<file path="config.mk">
export PLATFORM = sky130hd
export DESIGN_NAME = tdc_eventfifo
export DESIGN_NICKNAME = d
export VERILOG_FILES = /design/src/rtl/tdc_eventfifo_pkg.sv /design/src/rtl/tdc_eventfifo_ram.sv /design/src/rtl/tdc_eventfifo.sv
export SDC_FILE = /design/constraint.sdc
export NUM_CORES = 1
export LEC_CHECK = 0
export CAP_MARGIN = 20
export CORE_MARGIN = 1
export CORE_UTILIZATION = 38
export CTS_CLUSTER_SIZE = 12
export DETAILED_ROUTE_END_ITERATION = 16
export HOLD_SLACK_MARGIN = 0.02
export SLEW_MARGIN = 20
export SYNTH_ARGS = -nofsm -noshare
export SYNTH_HDL_FRONTEND = slang
export SYNTH_SLANG_ARGS = --single-unit
</file>
<file path="constraint.sdc">
create_clock -name sys_clk -period 4.9 [get_ports sys_clk]
set_input_delay 0.49 -clock sys_clk [delete_from_list [all_inputs] [get_ports sys_clk]]
set_output_delay 0.49 -clock sys_clk [all_outputs]
set_load 0.01 [all_outputs]
</file>
<file path="src/rtl/tdc_eventfifo_pkg.sv">
// Shared definitions for the TDC event FIFO: CSR word offsets, register
// bit-field positions and the FIFO entry width.
package tdc_eventfifo_pkg;

   typedef enum logic [2:0] {
      REG_STATUS   = 3'd0,
      REG_HEAD_LO  = 3'd1,
      REG_HEAD_HI  = 3'd2,
      REG_POP      = 3'd3,
      REG_CTRL     = 3'd4,
      REG_OVERFLOW = 3'd5
   } csr_reg_e;

   localparam int unsigned STATUS_EMPTY_BIT = 0;
   localparam int unsigned STATUS_FULL_BIT  = 1;
   localparam int unsigned STATUS_LEVEL_LSB = 8;
   localparam int unsigned HEADHI_POL_BIT   = 16;
   localparam int unsigned HEADHI_CH_LSB    = 24;
   localparam int unsigned CTRL_IRQEN_BIT   = 0;

   localparam int unsigned CH_IDX_W = 3;
   localparam int unsigned OVF_W    = 16;

   // Entry layout is {channel, polarity, timestamp}.
   function automatic int unsigned entry_width(input int unsigned ts_width);
      return ts_width + CH_IDX_W + 1;
   endfunction

endpackage

</file>
<file path="src/rtl/tdc_eventfifo_ram.sv">
// Simple dual-port storage for the event FIFO: synchronous write,
// asynchronous read, no reset on the array.
module tdc_eventfifo_ram #(
   parameter int unsigned g_ADDR_W = 4,
   parameter int unsigned g_DATA_W = 42
) (
   input  logic                i_clk,
   input  logic                i_we,
   input  logic [g_ADDR_W-1:0] i_waddr,
   input  logic [g_DATA_W-1:0] i_wdata,
   input  logic [g_ADDR_W-1:0] i_raddr,
   output logic [g_DATA_W-1:0] o_rdata
);

   logic [g_DATA_W-1:0] r_mem [2**g_ADDR_W];

   always_ff @(posedge i_clk) begin
      if (i_we) begin
         r_mem[i_waddr] <= i_wdata;
      end
   end

   assign o_rdata = r_mem[i_raddr];

endmodule

</file>
<file path="src/rtl/tdc_eventfifo.sv">
// TDC event capture: per-channel pending registers, round-robin arbitration
// into a synchronous FIFO, and a CSR page exposing head, status and drops.
module tdc_eventfifo
   import tdc_eventfifo_pkg::*;
#(
   parameter logic [3:0]  csr_addr        = 4'h2,
   parameter int unsigned g_CHANNEL_COUNT = 2,
   parameter int unsigned g_TS_WIDTH      = 38,
   parameter int unsigned g_DEPTH_LOG2    = 4
) (
   input  logic                                  sys_clk,
   input  logic                                  rst_n_i,
   input  logic [g_CHANNEL_COUNT-1:0]            detect_i,
   input  logic [g_CHANNEL_COUNT-1:0]            polarity_i,
   input  logic [g_CHANNEL_COUNT*g_TS_WIDTH-1:0] ts_i,
   input  logic [13:0]                           csr_a,
   input  logic                                  csr_we,
   input  logic [31:0]                           csr_di,
   output logic [31:0]                           csr_do,
   output logic                                  irq
);

   localparam int unsigned EW = entry_width(g_TS_WIDTH);
   localparam int unsigned PW = g_DEPTH_LOG2 + 1;

   logic [PW-1:0]              r_wptr, r_rptr, w_level;
   logic                       w_empty, w_full;
   logic [g_CHANNEL_COUNT-1:0] r_pend, r_pend_pol, w_gnt_oh, w_drop;
   logic [g_TS_WIDTH-1:0]      r_pend_ts [g_CHANNEL_COUNT];
   logic [CH_IDX_W-1:0]        r_rr, w_gnt_idx;
   logic                       w_gnt_vld, w_gnt_pol;
   logic [g_TS_WIDTH-1:0]      w_gnt_ts;
   logic [EW-1:0]              w_wdata, w_rdata;
   logic                       w_sel, w_wr, w_pop;
   csr_reg_e                   w_off;
   logic [3:0]                 w_drop_cnt;
   logic [OVF_W:0]             w_ovf_sum;
   logic [OVF_W-1:0]           r_ovf;
   logic                       r_irq_en, r_irq;
   logic [31:0]                r_csr_do, w_rd_mux, w_status, w_head_hi;
   logic [g_TS_WIDTH-1:0]      w_head_ts;
   logic                       w_head_pol;
   logic [CH_IDX_W-1:0]        w_head_ch;
   logic                       w_unused;

   assign w_sel    = (csr_a[13:10] == csr_addr);
   assign w_off    = csr_reg_e'(csr_a[2:0]);
   assign w_wr     = w_sel & csr_we;
   assign w_pop    = w_wr && (w_off == REG_POP) && !w_empty;
   assign w_unused = ^{csr_di[31:1], csr_a[9:3]};

   assign w_empty = (r_wptr == r_rptr);
   assign w_full  = (r_wptr[PW-1] != r_rptr[PW-1]) &&
                    (r_wptr[PW-2:0] == r_rptr[PW-2:0]);
   assign w_level = r_wptr - r_rptr;

   // Round-robin: offset i=1 is the channel after the last grant.
   always_comb begin
      w_gnt_vld = 1'b0;
      w_gnt_idx = '0;
      w_gnt_pol = 1'b0;
      w_gnt_ts  = '0;
      w_gnt_oh  = '0;
      for (int unsigned i = 1; i <= g_CHANNEL_COUNT; i++) begin
         for (int unsigned c = 0; c < g_CHANNEL_COUNT; c++) begin
            if (!w_gnt_vld && !w_full && r_pend[c] &&
                (c == (32'(r_rr) + i) % g_CHANNEL_COUNT)) begin
               w_gnt_vld   = 1'b1;
               w_gnt_idx   = CH_IDX_W'(c);
               w_gnt_pol   = r_pend_pol[c];
               w_gnt_ts    = r_pend_ts[c];
               w_gnt_oh[c] = 1'b1;
            end
         end
      end
   end

   always_comb begin
      w_drop     = '0;
      w_drop_cnt = '0;
      for (int unsigned c = 0; c < g_CHANNEL_COUNT; c++) begin
         w_drop[c]  = detect_i[c] & r_pend[c] & ~w_gnt_oh[c];
         w_drop_cnt = w_drop_cnt + 4'(w_drop[c]);
      end
   end

   always_ff @(posedge sys_clk) begin
      if (!rst_n_i) begin
         r_pend <= '0;
      end else begin
         for (int unsigned c = 0; c < g_CHANNEL_COUNT; c++) begin
            if (detect_i[c]) begin
               r_pend[c] <= 1'b1;
            end else if (w_gnt_oh[c]) begin
               r_pend[c] <= 1'b0;
            end
         end
      end
   end

   always_ff @(posedge sys_clk) begin
      for (int unsigned c = 0; c < g_CHANNEL_COUNT; c++) begin
         if (detect_i[c] && !w_drop[c]) begin
            r_pend_pol[c] <= polarity_i[c];
            r_pend_ts[c]  <= ts_i[c*g_TS_WIDTH +: g_TS_WIDTH];
         end
      end
   end

   always_ff @(posedge sys_clk) begin
      if (!rst_n_i) begin
         r_wptr <= '0;
         r_rptr <= '0;
         r_rr   <= '0;
      end else begin
         if (w_gnt_vld) begin
            r_wptr <= r_wptr + 1'b1;
            r_rr   <= w_gnt_idx;
         end
         if (w_pop) begin
            r_rptr <= r_rptr + 1'b1;
         end
      end
   end

   assign w_wdata = {w_gnt_idx, w_gnt_pol, w_gnt_ts};

   tdc_eventfifo_ram #(
      .g_ADDR_W (g_DEPTH_LOG2),
      .g_DATA_W (EW)
   ) u_ram (
      .i_clk   (sys_clk),
      .i_we    (w_gnt_vld),
      .i_waddr (r_wptr[g_DEPTH_LOG2-1:0]),
      .i_wdata (w_wdata),
      .i_raddr (r_rptr[g_DEPTH_LOG2-1:0]),
      .o_rdata (w_rdata)
   );

   assign w_head_ts  = w_rdata[g_TS_WIDTH-1:0];
   assign w_head_pol = w_rdata[g_TS_WIDTH];
   assign w_head_ch  = w_rdata[EW-1 -: CH_IDX_W];

   // A clear and a same-cycle drop leave the counter at the new drop count.
   always_comb begin
      w_ovf_sum = ((w_wr && (w_off == REG_OVERFLOW)) ? '0 : {1'b0, r_ovf})
                  + (OVF_W+1)'(w_drop_cnt);
   end

   always_ff @(posedge sys_clk) begin
      if (!rst_n_i) begin
         r_ovf <= '0;
      end else begin
         r_ovf <= w_ovf_sum[OVF_W] ? '1 : w_ovf_sum[OVF_W-1:0];
      end
   end

   always_comb begin
      w_status                             = '0;
      w_status[STATUS_EMPTY_BIT]           = w_empty;
      w_status[STATUS_FULL_BIT]            = w_full;
      w_status[STATUS_LEVEL_LSB +: PW]     = w_level;
      w_head_hi                            = '0;
      w_head_hi[7:0]                       = 8'(w_head_ts >> 32);
      w_head_hi[HEADHI_POL_BIT]            = w_head_pol;
      w_head_hi[HEADHI_CH_LSB +: CH_IDX_W] = w_head_ch;
      case (w_off)
         REG_STATUS:   w_rd_mux = w_status;
         REG_HEAD_LO:  w_rd_mux = w_head_ts[31:0];
         REG_HEAD_HI:  w_rd_mux = w_head_hi;
         REG_CTRL:     w_rd_mux = {31'b0, r_irq_en};
         REG_OVERFLOW: w_rd_mux = {{(32-OVF_W){1'b0}}, r_ovf};
         default:      w_rd_mux = '0;
      endcase
   end

   always_ff @(posedge sys_clk) begin
      if (!rst_n_i) begin
         r_irq_en <= 1'b0;
         r_csr_do <= '0;
         r_irq    <= 1'b0;
      end else begin
         if (w_wr && (w_off == REG_CTRL)) begin
            r_irq_en <= csr_di[CTRL_IRQEN_BIT];
         end
         r_csr_do <= w_sel ? w_rd_mux : '0;
         r_irq    <= r_irq_en & ~w_empty;
      end
   end

   assign csr_do = r_csr_do;
   assign irq    = r_irq;

endmodule
</file>
==> results of run 1 <==
-- cell type report --
type,count,area (sq um),area share [%]
Tap cell,1040,1301,3.695
Timing Repair Buffer,160,1609,4.569
Sequential cell,785,22910,65.06
Inverter,16,60.06,0.1705
Clock inverter,31,287.8,0.8171
Multi-Input combinational cell,543,6671,18.94
Clock buffer,123,2375,6.743
-- power by group --
part / leakage (nW) / switching (W) / internal [W]
Clock: 1.31 / 0.00256 / 0.00354
Sequential: 7.19 / 0.0000375 / 0.00754
Combinational: 2.52 / 0.000380 / 0.000222
Total: 11.0 / 0.00298 / 0.0113
-- kinds of logic (layout without fill, tap and decap cells) --
kind of cell / Yosys count / count (layout)
flops: 785 / 785
buf+inv: 86 / 330
mux: 204 / 204
compound gates: 133 / 133
fa+ha+maj: 12 / 12
xor+xnor: 20 / 20
simple gates: 174 / 174
-- registers in the layout, summed over array words and instances (netlist names), named ones only --
register,cells
r_wptr,5
r_rr,1
r_pend,2
r_pend_pol,2
r_rptr,5
csr_do,32
r_pend_ts,76
r_irq_en,1
u_ram.r_mem,640
r_ovf,16
irq,1
-- worst paths after layout --
| path | to | depth (start not counted) | slack, ns | from |
|---|---|---|---|---|
| max | r_ovf[8]$_SDFF_PN0_ | 13 | 0.84 | r_wptr[2]$_SDFFE_PN0P_ |
| min | r_pend_ts[0][35]$_DFFE_PP_ | 1 | 0.40 | ts_i[35] |
| max reg2reg | r_ovf[8]$_SDFF_PN0_ | 13 | 0.84 | r_wptr[2]$_SDFFE_PN0P_ |
| min reg2reg | r_ovf[15]$_SDFF_PN0_ | 1 | 0.51 | r_ovf[15]$_SDFF_PN0_ |
-- cell usage in the layout, fill, tap and decap left out, types with 17 or more instances in the layout --
cell             synthesis  layout
nor2_1                  34      20
mux2i_1                 22      22
nor2b_1                 28      26
mux4_2                 180     180
a22o_1                  38      38
a21oi_1                 17      17
clkbuf_16                0      85
clkbuf_1                30      26
clkdlybuf4s50_1          0     123
edfxtp_1               718     718
nand2_1                 50      50
a22oi_1                 18      18
buf_4                    4      29
dfxtp_1                 67      64
-- through the flow --
| stage | instances | worst slack [ns] | instance area [sq um] | utilization [%] |
|---|---|---|---|---|
| 3_3_place_gp | 2544 | 0.9511 | 32550 | 41.95 |
| 3_5_place_dp | 2544 | 0.8088 | 32550 | 41.95 |
| 2_1_floorplan | 1414 | 0.1173 | 29850 | - |
| 6_report | 2698 | 0.8392 | 35220 | 45.39 |
| 5_1_grt | 2698 | 0.5563 | 35220 | 45.39 |
| 4_1_cts | 2698 | 0.8840 | 35220 | 45.38 |
-- layer usage --
layer	global-route usage [%]	routed length [um]	up-vias
met5	0	0	-
met4	5.253	1607	0
met3	3.296	4277	117
met2	28.36	33010	520
met1	24.28	29700	7659
li1	-	-	6201
==> impl_metrics.env, run 1 <==
export IMPL_status="finished, final reports clean"
export IMPL_io_buffer_count=123
export IMPL_cp_slowest_stage_delay_ns=0.63
export IMPL_ys_ff_latch=785
export IMPL_worstPathMaxFanout=10
export IMPL_post_cts_resized=0
export IMPL_start_util_pct=38.46
export IMPL_synthMuxAreaShare_pct=14.40
export IMPL_grt_max_degree=82
export IMPL_fp_row_count=102
export IMPL_avgSynthCellArea_sq_um=21.11
export IMPL_area_growth_pct=18.00
export IMPL_fin_worst_skew_ns=0.04523
export IMPL_cts_clk_slew_worst_paths_ns=0.06
export IMPL_drv_cap=0
export IMPL_syn_nets=1555
export IMPL_nNetsFinal=1731
export IMPL_place_congestion=0.7704
export IMPL_hold_slack_ns=0.3955
export IMPL_ios=162
export IMPL_synth_fa_ha_area_share_pct=0.5534
export IMPL_cp_arrival_ns=4.60
export IMPL_hpwl_mm=36.65
export IMPL_core_area_sq_um=77590
export IMPL_startpoint_type="flip-flop"
export IMPL_postCtsSetupBuffers=0
export IMPL_synth_edf_count=718
export IMPL_grt_pass1_wl_mm=100.5
export IMPL_worstPathRequired_ns=5.44
export IMPL_finalHoldViolations=0
export IMPL_p_per_area_nw_per_um2=405.5
export IMPL_slowest_stage="nor4_4"
export IMPL_htreeDepth=3
export IMPL_crit_family="simple AND/OR/NAND/NOR gates"
export IMPL_syn_area_sq_um=29850
export IMPL_min_delay_path_class="in -> reg"
export IMPL_synth_ff_type="edfxtp_1"
export IMPL_fp_dieW_um=282.3
export IMPL_cts_hold_buf=0
export IMPL_yosysMostFrequentCell="edfxtp_1"
export IMPL_grt_util_all_layers_pct=17.57
export IMPL_drtAntennaViolNets=0
export IMPL_fin_crit_sh_pct=82.87
export IMPL_dieArea_sq_um=79670
export IMPL_synth_xor_area_share_pct=0.5869
export IMPL_fillers=6560
export IMPL_clock_root_buffer="clkbuf_16"
export IMPL_cts_made_buffers=84
export IMPL_synth_top_cell_by_area="edfxtp_1"
export IMPL_dr_pass1_iters=6
export IMPL_grt_antenna_before_repair=0
export IMPL_grt_pass1_vias=15200
export IMPL_clock_latency_ns=0.65
export IMPL_slew_limit_headroom_pct=34.65
export IMPL_power_w=0.01428
export IMPL_fin_tns_setup_ns=0
export IMPL_synthSimpleGateAreaFrac_pct=3.064
export IMPL_synth_cells=1414
export IMPL_cp_buffers_inverters=1
export IMPL_ir_drop_v=0.0003123
export IMPL_synth_compound_area_share_pct=3.278
export IMPL_n_antenna_cell=0
export IMPL_netlist_area_leader_share_pct=72.24
export IMPL_maxSlewViolCount=0
export IMPL_drive_above_1_share_pct=22.50
export IMPL_cts_sinks=785
export IMPL_gr_total_overflow=0
export IMPL_dr_total_vias=14500
export IMPL_drt_total_wl_mm=68.59
export IMPL_ys_top_cells_by_count="edfxtp_1 (718), mux4_2 (180), dfxtp_1 (67), nand2_1 (50), a22o_1 (38)"
export IMPL_die_h_um=282.3
export IMPL_synthArstFlopShare_pct=0
export IMPL_rsz0062_at_grt="no"
export IMPL_synth_distinct_cells=53
export IMPL_synth_top_family_by_area="multiplexers"
export IMPL_fin_crit_ns=4.061
export IMPL_p_leak_nw=11.02
export IMPL_path_class="reg -> reg"
export IMPL_tightestPinTransition_ns=0.9779
export IMPL_synth_area_leaders="edfxtp_1 (72%), mux4_2 (14%), dfxtp_1 (4.5%), a22o_1 (1.1%), mux2i_1 (0.74%)"
export IMPL_dr_first_iter_drc_count=1485
export IMPL_max_freq_mhz=246.3
export IMPL_vias_per_cell=5.373
export IMPL_crit_chain="ha_1 -> and4_1 -> nand2b_1 -> and2_2 -> nor2b_1 -> nand2_1 -> fa_1 -> inv_1 -> ha_1 -> nand4_1 -> nor4_4 -> nand2_1 -> o21ai_0"
export IMPL_setup_violations=0
export IMPL_cts_tree="done"
export IMPL_yosysWarnings=0
export IMPL_cp_end_kind="flip-flop"
export IMPL_clockBufferDepth=3
export IMPL_remaining_drc_errors=0
export IMPL_synth_seq_area_share_pct=76.73
export IMPL_wire_per_inst_um=25.42
(Power assumes the default switching activity.)
==> run 2: changes to the inputs <==
==> constraint.sdc (replaced) <==
create_clock -name sys_clk -period 3.7 [get_ports sys_clk]
set_input_delay 0.37 -clock sys_clk [delete_from_list [all_inputs] [get_ports sys_clk]]
set_output_delay 0.37 -clock sys_clk [all_outputs]
set_load 0.01 [all_outputs]
==> run 2 against run 1 <==
Effect of this change:
- final cell count rose by 0.59%
- largest power group unchanged
- worst hold slack worse by 0.12 ns
- critical path type unchanged
- maximum frequency up 19%
- non-clock buffer count is 25 higher
- register-to-register slack worse by 0.56 ns
- routed wire length down 0.45%
- utilization increased by 0.48 points
- sequential cell count unchanged
==> impl_metrics.env, run 2 (synthesized netlist as in run 1, its figures left out) <==
export IMPL_max_freq_mhz=292.5
export IMPL_cts_clk_slew_worst_paths_ns=0.06
export IMPL_wire_per_inst_um=25.16
export IMPL_startpoint_type="flip-flop"
export IMPL_reg2reg_depth=15
export IMPL_nNetsFinal=1756
export IMPL_fillers=6582
export IMPL_ios=162
export IMPL_status="finished, final reports clean"
export IMPL_ir_drop_v=0.0003370
export IMPL_largest_register="u_ram.r_mem"
export IMPL_core_area_sq_um=77590
export IMPL_dr_total_vias=14460
export IMPL_p_seq_share_pct=53.4
export IMPL_area_growth_pct=19.25
export IMPL_fin_crit_sh_pct=92.39
export IMPL_reg2reg_from="r_wptr[0]$_SDFFE_PN0P_"
export IMPL_n_antenna_cell=0
export IMPL_multiInputGateArea_sq_um=6709
export IMPL_grt_max_degree=56
export IMPL_dr_pass1_iters=5
export IMPL_slew_limit_headroom_pct=27.91
export IMPL_setup_violations=0
export IMPL_crit_chain="inv_1 -> ha_1 -> and4_1 -> nand2b_1 -> and2_2 -> nor2b_4 -> nand2_1 -> fa_1 -> inv_1 -> ha_1 -> nand4_1 -> nor4_4 -> buf_4 -> a21oi_1 -> nor2b_1"
export IMPL_p_sw_share_pct=20.79
export IMPL_dr_first_iter_drc_count=1251
export IMPL_fp_dieW_um=282.3
export IMPL_combPwrFrac_pct=4.4
export IMPL_critPathCapture="r_ovf[5]$_SDFF_PN0_"
export IMPL_path_class="reg -> reg"
export IMPL_r2r_slack_ns=0.28
export IMPL_clockBufferDepth=3
export IMPL_io_buffer_count=123
export IMPL_rr_endpoint="r_ovf[5]$_SDFF_PN0_"
export IMPL_slowest_stage="fa_1"
export IMPL_final_common_cell="edfxtp_1"
export IMPL_grt_util_all_layers_pct=17.48
export IMPL_cts_made_buffers=84
export IMPL_worstPathRequired_ns=4.24
export IMPL_cts_sinks=785
export IMPL_layout_common_cells="edfxtp_1 (718), mux4_2 (180), clkdlybuf4s50_1 (123)"
export IMPL_cts_hold_buf=0
export IMPL_fin_worst_skew_ns=0.03804
export IMPL_cp_arrival_ns=3.96
export IMPL_min_delay_start="ts_i[62]"
export IMPL_start_util_pct=38.46
export IMPL_largest_reg_flops=640
export IMPL_final_core_util_pct=45.87
export IMPL_die_h_um=282.3
export IMPL_drv_cap=0
export IMPL_vias_per_cell=5.329
export IMPL_maxSlewViolCount=0
export IMPL_worstPathMaxFanout=7
export IMPL_seqCellArea_sq_um=22910
export IMPL_hold_slack_ns=0.2802
export IMPL_power_switching_w=0.003904
export IMPL_tightestPinTransition_ns=1.077
export IMPL_cp_end_kind="flip-flop"
export IMPL_crit_path_start="r_wptr[0]$_SDFFE_PN0P_"
export IMPL_htreeDepth=3
export IMPL_place_congestion=0.8032
export IMPL_p_leak_nw=11.14
export IMPL_rsz0062_at_grt="no"
export IMPL_gr_total_overflow=0
export IMPL_grt_pass1_wl_mm=100.2
export IMPL_clock_root_buffer="clkbuf_16"
export IMPL_grt_antenna_before_repair=3
export IMPL_dieArea_sq_um=79670
export IMPL_grt_pass1_vias=15090
export IMPL_p_per_area_nw_per_um2=527.6
export IMPL_drt_total_wl_mm=68.28
export IMPL_min_delay_path_class="in -> reg"
export IMPL_hpwl_mm=38.39
export IMPL_fp_row_count=102
export IMPL_drtAntennaViolNets=0
export IMPL_drive_above_1_share_pct=23.42
export IMPL_fin_crit_ns=3.418
export IMPL_cts_tree="done"
export IMPL_finalHoldViolations=0
export IMPL_internal_power_w=0.01487
export IMPL_remaining_drc_errors=0
export IMPL_power_w=0.01878
export IMPL_clkPwrFrac_pct=42.2
export IMPL_cp_slowest_stage_delay_ns=0.45
export IMPL_clock_latency_ns=0.64
[run 2: cell types whose count changed in the layout (fill, tap and decap cells not counted), moves of 2 or more]
cell / previous run / this run
buf_12: 8 / 24
buf_4: 29 / 38
clkbuf_1: 26 / 22
clkbuf_8: 10 / 8
clkinv_1: 7 / 10
clkinv_2: 14 / 9
clkinv_8: 1 / 3
clkinvlp_4: 0 / 2
inv_6: 3 / 0
nor2b_1: 26 / 24
nor3_2: 4 / 1
nor3_4: 0 / 4
[run 2: worst min-delay path by stage]
stage | to | slack [ns] | cells past startpoint
after floorplan | r_ovf[15]$_SDFF_PN0_ | 0.46 | 1
after global placement | r_rptr[4]$_SDFFE_PN0P_ | 0.49 | 2
after detailed placement | r_rptr[4]$_SDFFE_PN0P_ | 0.50 | 2
after CTS | r_pend_ts[0][62]$_DFFE_PP_ | 0.25 | 1
after global routing | r_pend_ts[0][56]$_DFFE_PP_ | 0.26 | 1
final | r_pend_ts[0][62]$_DFFE_PP_ | 0.28 | 1
[run 2: power groups by stage]
stage	registers [W]	clock network (W)	logic (W)
after floorplan	0.0102	0	0.000425
after global placement	0.0102	0	0.000807
after detailed placement	0.0102	0	0.000833
after CTS	0.0100	0.00809	0.000836
after global routing	0.0100	0.00840	0.000887
final	0.0100	0.00792	0.000822
[run 2: metrics by stage]
step	cells	setup slack (ns)	instance area [sq um]	TNS, ns
after floorplan	1414	-0.01144	29870	-0.9146
after global placement	2567	0.1502	32950	0
after detailed placement	2567	0.08175	32950	0
after CTS	2712	0.05636	35560	0
after global routing	2714	0.03403	35590	0
final	2714	0.2816	35590	0
[run 2: repair_timing]
action                                  in CTS  in global routing
endpoints found under the setup margin       0                 15
setup buffers                                0                  2
resized for setup                            0                  4
[run 2: layout make-up]
class / instances / share of cell area (%)
Sequential cell: 785 / 64.38
Multi-Input combinational cell: 543 / 18.85
Clock buffer: 116 / 6.588
Timing Repair Buffer: 185 / 5.611
Tap cell: 1040 / 3.656
Clock inverter: 29 / 0.7453
Inverter: 16 / 0.1687
[run 2: worst max-delay path, delay by kind of cell (launching register included)]
kind,cells,cell delay [ns]
buffers and inverters,3,0.43
flip-flops,1,0.39
adder cells (fa/ha/maj),3,1.02
AND/OR/NAND/NOR,8,1.46
AO/OA/AOI/OAI,1,0.05
[run 2: layer usage]
metal	up-vias	track usage [%]	wire length (um)
met5	-	0	0
met2	458	28.98	33560
met1	7657	24.00	29750
li1	6240	-	-
met4	0	5.156	1553
met3	107	2.527	3418
==> run 3: changes to the inputs <==
--- a/config.mk
+++ b/config.mk
@@ -5,12 +5,14 @@
 export SDC_FILE = /design/constraint.sdc
 export NUM_CORES = 1
 export LEC_CHECK = 0
+export ABC_AREA = 1
 export CAP_MARGIN = 20
 export CORE_MARGIN = 1
 export CORE_UTILIZATION = 38
 export CTS_CLUSTER_SIZE = 12
 export DETAILED_ROUTE_END_ITERATION = 16
 export HOLD_SLACK_MARGIN = 0.02
+export RECOVER_POWER = 25
 export SLEW_MARGIN = 20
 export SYNTH_ARGS = -nofsm -noshare
 export SYNTH_HDL_FRONTEND = slang
==> run 3 against run 2 <==
Effect of this change:
- the flow now finishes with violations (capacitance limit, slew limit)
- sequential power about the same
- combinational power down 5.4%
- die area up 3.4%
- global-route usage up 1.5 points
- critical path depth down 5
- worst setup slack worse by 0.16 ns
- largest cell class unchanged
- clock power down 5.3%
- critical path type unchanged
- synthesized cell count up 74%
==> impl_metrics.env, run 3 <==
export IMPL_nNetsFinal=2746
export IMPL_cts_sinks=785
export IMPL_largest_reg_flops=640
export IMPL_violations="capacitance limit, slew limit"
export IMPL_synth_seq_area_share_pct=74.20
export IMPL_synthArstFlopShare_pct=0
export IMPL_cp_arrival_ns=3.86
export IMPL_clock_latency_ns=0.63
export IMPL_slowest_stage="nor2_1"
export IMPL_grt_max_degree=179
export IMPL_dieArea_sq_um=82360
export IMPL_synth_distinct_cells=46
export IMPL_grt_pass1_vias=19300
export IMPL_p_per_area_nw_per_um2=507.5
export IMPL_area_growth_pct=16.91
export IMPL_crit_family="simple AND/OR/NAND/NOR gates"
export IMPL_avgSynthCellArea_sq_um=12.56
export IMPL_rr_endpoint="u_ram.r_mem[12][26]$_DFFE_PP_"
export IMPL_startpoint_type="flip-flop"
export IMPL_setup_violations=0
export IMPL_dr_first_iter_drc_count=1878
export IMPL_yosysMostFrequentCell="edfxtp_1"
export IMPL_top_layer="met4"
export IMPL_drt_total_wl_mm=79.38
export IMPL_ys_top_cells_by_count="edfxtp_1 (718), nor2_1 (439), o21ai_0 (383), nand2_1 (272), nand3_1 (82)"
export IMPL_cts_clk_slew_worst_paths_ns=0.06
export IMPL_core_area_sq_um=80420
export IMPL_start_util_pct=38.38
export IMPL_fin_crit_sh_pct=96.60
export IMPL_grt_antenna_before_repair=1
export IMPL_worstPathRequired_ns=3.98
export IMPL_min_delay_path_class="in -> reg"
export IMPL_syn_nets=2599
export IMPL_fin_worst_skew_ns=0.02525
export IMPL_gr_total_overflow=0
export IMPL_wl_met2_mm=39.59
export IMPL_layout_common_cells="edfxtp_1 (718), nor2_1 (431), o21ai_0 (386)"
export IMPL_die_h_um=287.0
export IMPL_reg2reg_depth=10
export IMPL_clockBufferDepth=3
export IMPL_placed_area_sq_um=33810
export IMPL_slew_limit_headroom_pct=-15.03
export IMPL_ys_ff_latch=785
export IMPL_ir_drop_v=0.0003418
export IMPL_status="finished, violations left"
export IMPL_min_delay_start="ts_i[57]"
export IMPL_p_sw_share_pct=21.21
export IMPL_dr_total_vias=19930
export IMPL_yosysWarnings=0
export IMPL_path_class="reg -> reg"
export IMPL_ios=162
export IMPL_syn_area_sq_um=30860
export IMPL_final_area_sq_um=36080
export IMPL_reg2reg_from="r_wptr[0]$_SDFFE_PN0P_"
export IMPL_clkPwrFrac_pct=40.9
export IMPL_drt_met1_wl_mm=33.69
export IMPL_crit_chain="inv_1 -> ha_1 -> nand4_1 -> nor2_2 -> nor2_1 -> clkinv_1 -> nand2_1 -> nand2_1 -> nor2_1 -> buf_12"
export IMPL_internal_power_w=0.01443
export IMPL_cp_buffers_inverters=3
export IMPL_combPwrFrac_pct=4.2
export IMPL_hold_path_depth=1
export IMPL_wire_per_inst_um=21.29
export IMPL_io_buffer_count=123
export IMPL_p_leak_nw=12.20
export IMPL_place_congestion=0.8244
export IMPL_max_freq_mhz=279.8
export IMPL_fin_tns_setup_ns=0
export IMPL_synth_ff_type="edfxtp_1"
export IMPL_cts_made_buffers=82
export IMPL_dr_pass1_iters=5
export IMPL_drive_above_1_share_pct=8.661
export IMPL_synth_area_leaders="edfxtp_1 (70%), o21ai_0 (6.2%), nor2_1 (5.3%), dfxtp_1 (4.3%), nand2_1 (3.3%)"
export IMPL_power_switching_w=0.003885
export IMPL_drtAntennaViolNets=0
export IMPL_synth_edf_count=718
export IMPL_vias_per_cell=5.345
export IMPL_met3_length_mm=4.335
export IMPL_fp_row_count=104
export IMPL_synth_top_cell_by_area="edfxtp_1"
export IMPL_largest_register="u_ram.r_mem"
export IMPL_tightestPinTransition_ns=1.726
export IMPL_synth_cells=2458
export IMPL_fin_crit_ns=3.574
export IMPL_remaining_drc_errors=0
export IMPL_r2r_slack_ns=0.13
export IMPL_netlist_area_leader_share_pct=69.86
export IMPL_fp_dieW_um=287.0
export IMPL_worstPathMaxFanout=31
export IMPL_cp_slowest_stage_delay_ns=1.11
export IMPL_drv_cap=2
export IMPL_rsz0062_at_grt="no"
export IMPL_grt_pass1_wl_mm=117.7
export IMPL_hold_end="r_pend_ts[0][57]$_DFFE_PP_"
export IMPL_maxSlewViolCount=199
export IMPL_cts_tree="done"
export IMPL_finalHoldViolations=0
export IMPL_p_seq_share_pct=54.8
export IMPL_clock_root_buffer="clkbuf_16"
export IMPL_cp_end_kind="flip-flop"
export IMPL_final_common_cell="edfxtp_1"
export IMPL_cts_hold_buf=0
export IMPL_htreeDepth=3
export IMPL_hpwl_mm=41.76
export IMPL_grt_util_all_layers_pct=18.94
## run 3: cell types whose count changed after synthesis, moves of 37 or more
cell	delta
o22ai_1	+68
a22o_1	-37
nor2_1	+405
clkbuf_1	+51
nand3_1	+67
o211ai_1	+74
mux4_2	-180
inv_1	+41
o21ai_0	+371
nand2_1	+222
## run 3: logic make-up (layout without fill, tap and decap cells)
logic type / after synthesis / count (layout) / share of synthesized area [%]
DFF: 785 / 785 / 74.20
xor gates and xnor gates: 9 / 9 / 0.2554
AOI/OAI and AO/OA: 621 / 621 / 11.46
buffers and inverters: 213 / 422 / 2.951
and+or+nand+nor: 818 / 818 / 10.59
adders and majority gates: 12 / 12 / 0.5351
other: 0 / 1 / 0
## run 3: layout make-up
| class | count | area, sq um |
|---|---|---|
| Fill cell | 7130 | 44330 |
| Sequential cell | 785 | 22910 |
| Multi-Input combinational cell | 1460 | 7119 |
| Clock buffer | 119 | 2232 |
| Timing Repair Buffer | 214 | 2079 |
| Tap cell | 1060 | 1326 |
| Inverter | 62 | 235.2 |
| Clock inverter | 27 | 177.7 |
| Antenna cell | 1 | 2.502 |
## run 3: worst max-delay path by stage
stage                                 startpoint                            end  slack (ns)  cells after the start
after detailed placement  r_wptr[0]$_SDFFE_PN0P_            r_ovf[5]$_SDFF_PN0_        0.04                     17
after floorplan           r_wptr[0]$_SDFFE_PN0P_   u_ram.r_mem[15][0]$_DFFE_PP_        0.14                      9
after global placement    r_wptr[0]$_SDFFE_PN0P_            r_ovf[5]$_SDFF_PN0_        0.18                     17
after CTS                 r_wptr[0]$_SDFFE_PN0P_            r_ovf[5]$_SDFF_PN0_        0.02                     17
final                     r_wptr[0]$_SDFFE_PN0P_  u_ram.r_mem[12][26]$_DFFE_PP_        0.13                     10
after global routing      r_wptr[0]$_SDFFE_PN0P_            r_ovf[5]$_SDFF_PN0_       0.004                     19
## run 3: metal layers
| metal | track usage [%] | vias up |
|---|---|---|
| met2 | 32.58 | 633 |
| met3 | 2.254 | 109 |
| met1 | 24.93 | 9965 |
| met4 | 5.997 | 0 |
| li1 | - | 9218 |
| met5 | 0 | - |
## run 3: worst register-to-register path: stages, from the launching register on
cell and delay, ns:
dfxtp_1 0.38, inv_1 0.12, ha_1 0.35, nand4_1 0.18
nor2_2 0.08, nor2_1 0.12, clkinv_1 0.12, nand2_1 0.18
nand2_1 0.18, nor2_1 1.11, buf_12 0.38
## run 3: timing repair
action / CTS / global route
endpoints found under the setup margin: 0 / 16
buffers inserted: 0 / 4
resized for setup: 0 / 3
## run 3: power by group through the flow
stage / Combinational (W) / Sequential (W) / Clock, W
3_5_place_dp: 0.000825 / 0.0102 / 0
3_3_place_gp: 0.000799 / 0.0102 / 0
6_report: 0.000778 / 0.0100 / 0.00750
2_1_floorplan: 0.000385 / 0.0102 / 0
4_1_cts: 0.000828 / 0.0100 / 0.00765
5_1_grt: 0.000860 / 0.0100 / 0.00798
## run 3: metrics by stage
step | util (%) | hold WS, ns | std cells | setup WS, ns | power, W
2_1_floorplan | - | 0.4355 | 2458 | 0.1440 | 0.01061
3_3_place_gp | 42.04 | 0.4681 | 3577 | 0.1787 | 0.01101
5_1_grt | 44.87 | 0.3519 | 3728 | 0.003580 | 0.01889
6_report | 44.87 | 0.3620 | 3728 | 0.1259 | 0.01831
4_1_cts | 45.04 | 0.2616 | 3723 | 0.02276 | 0.01851
3_5_place_dp | 42.04 | 0.4679 | 3577 | 0.03717 | 0.01104
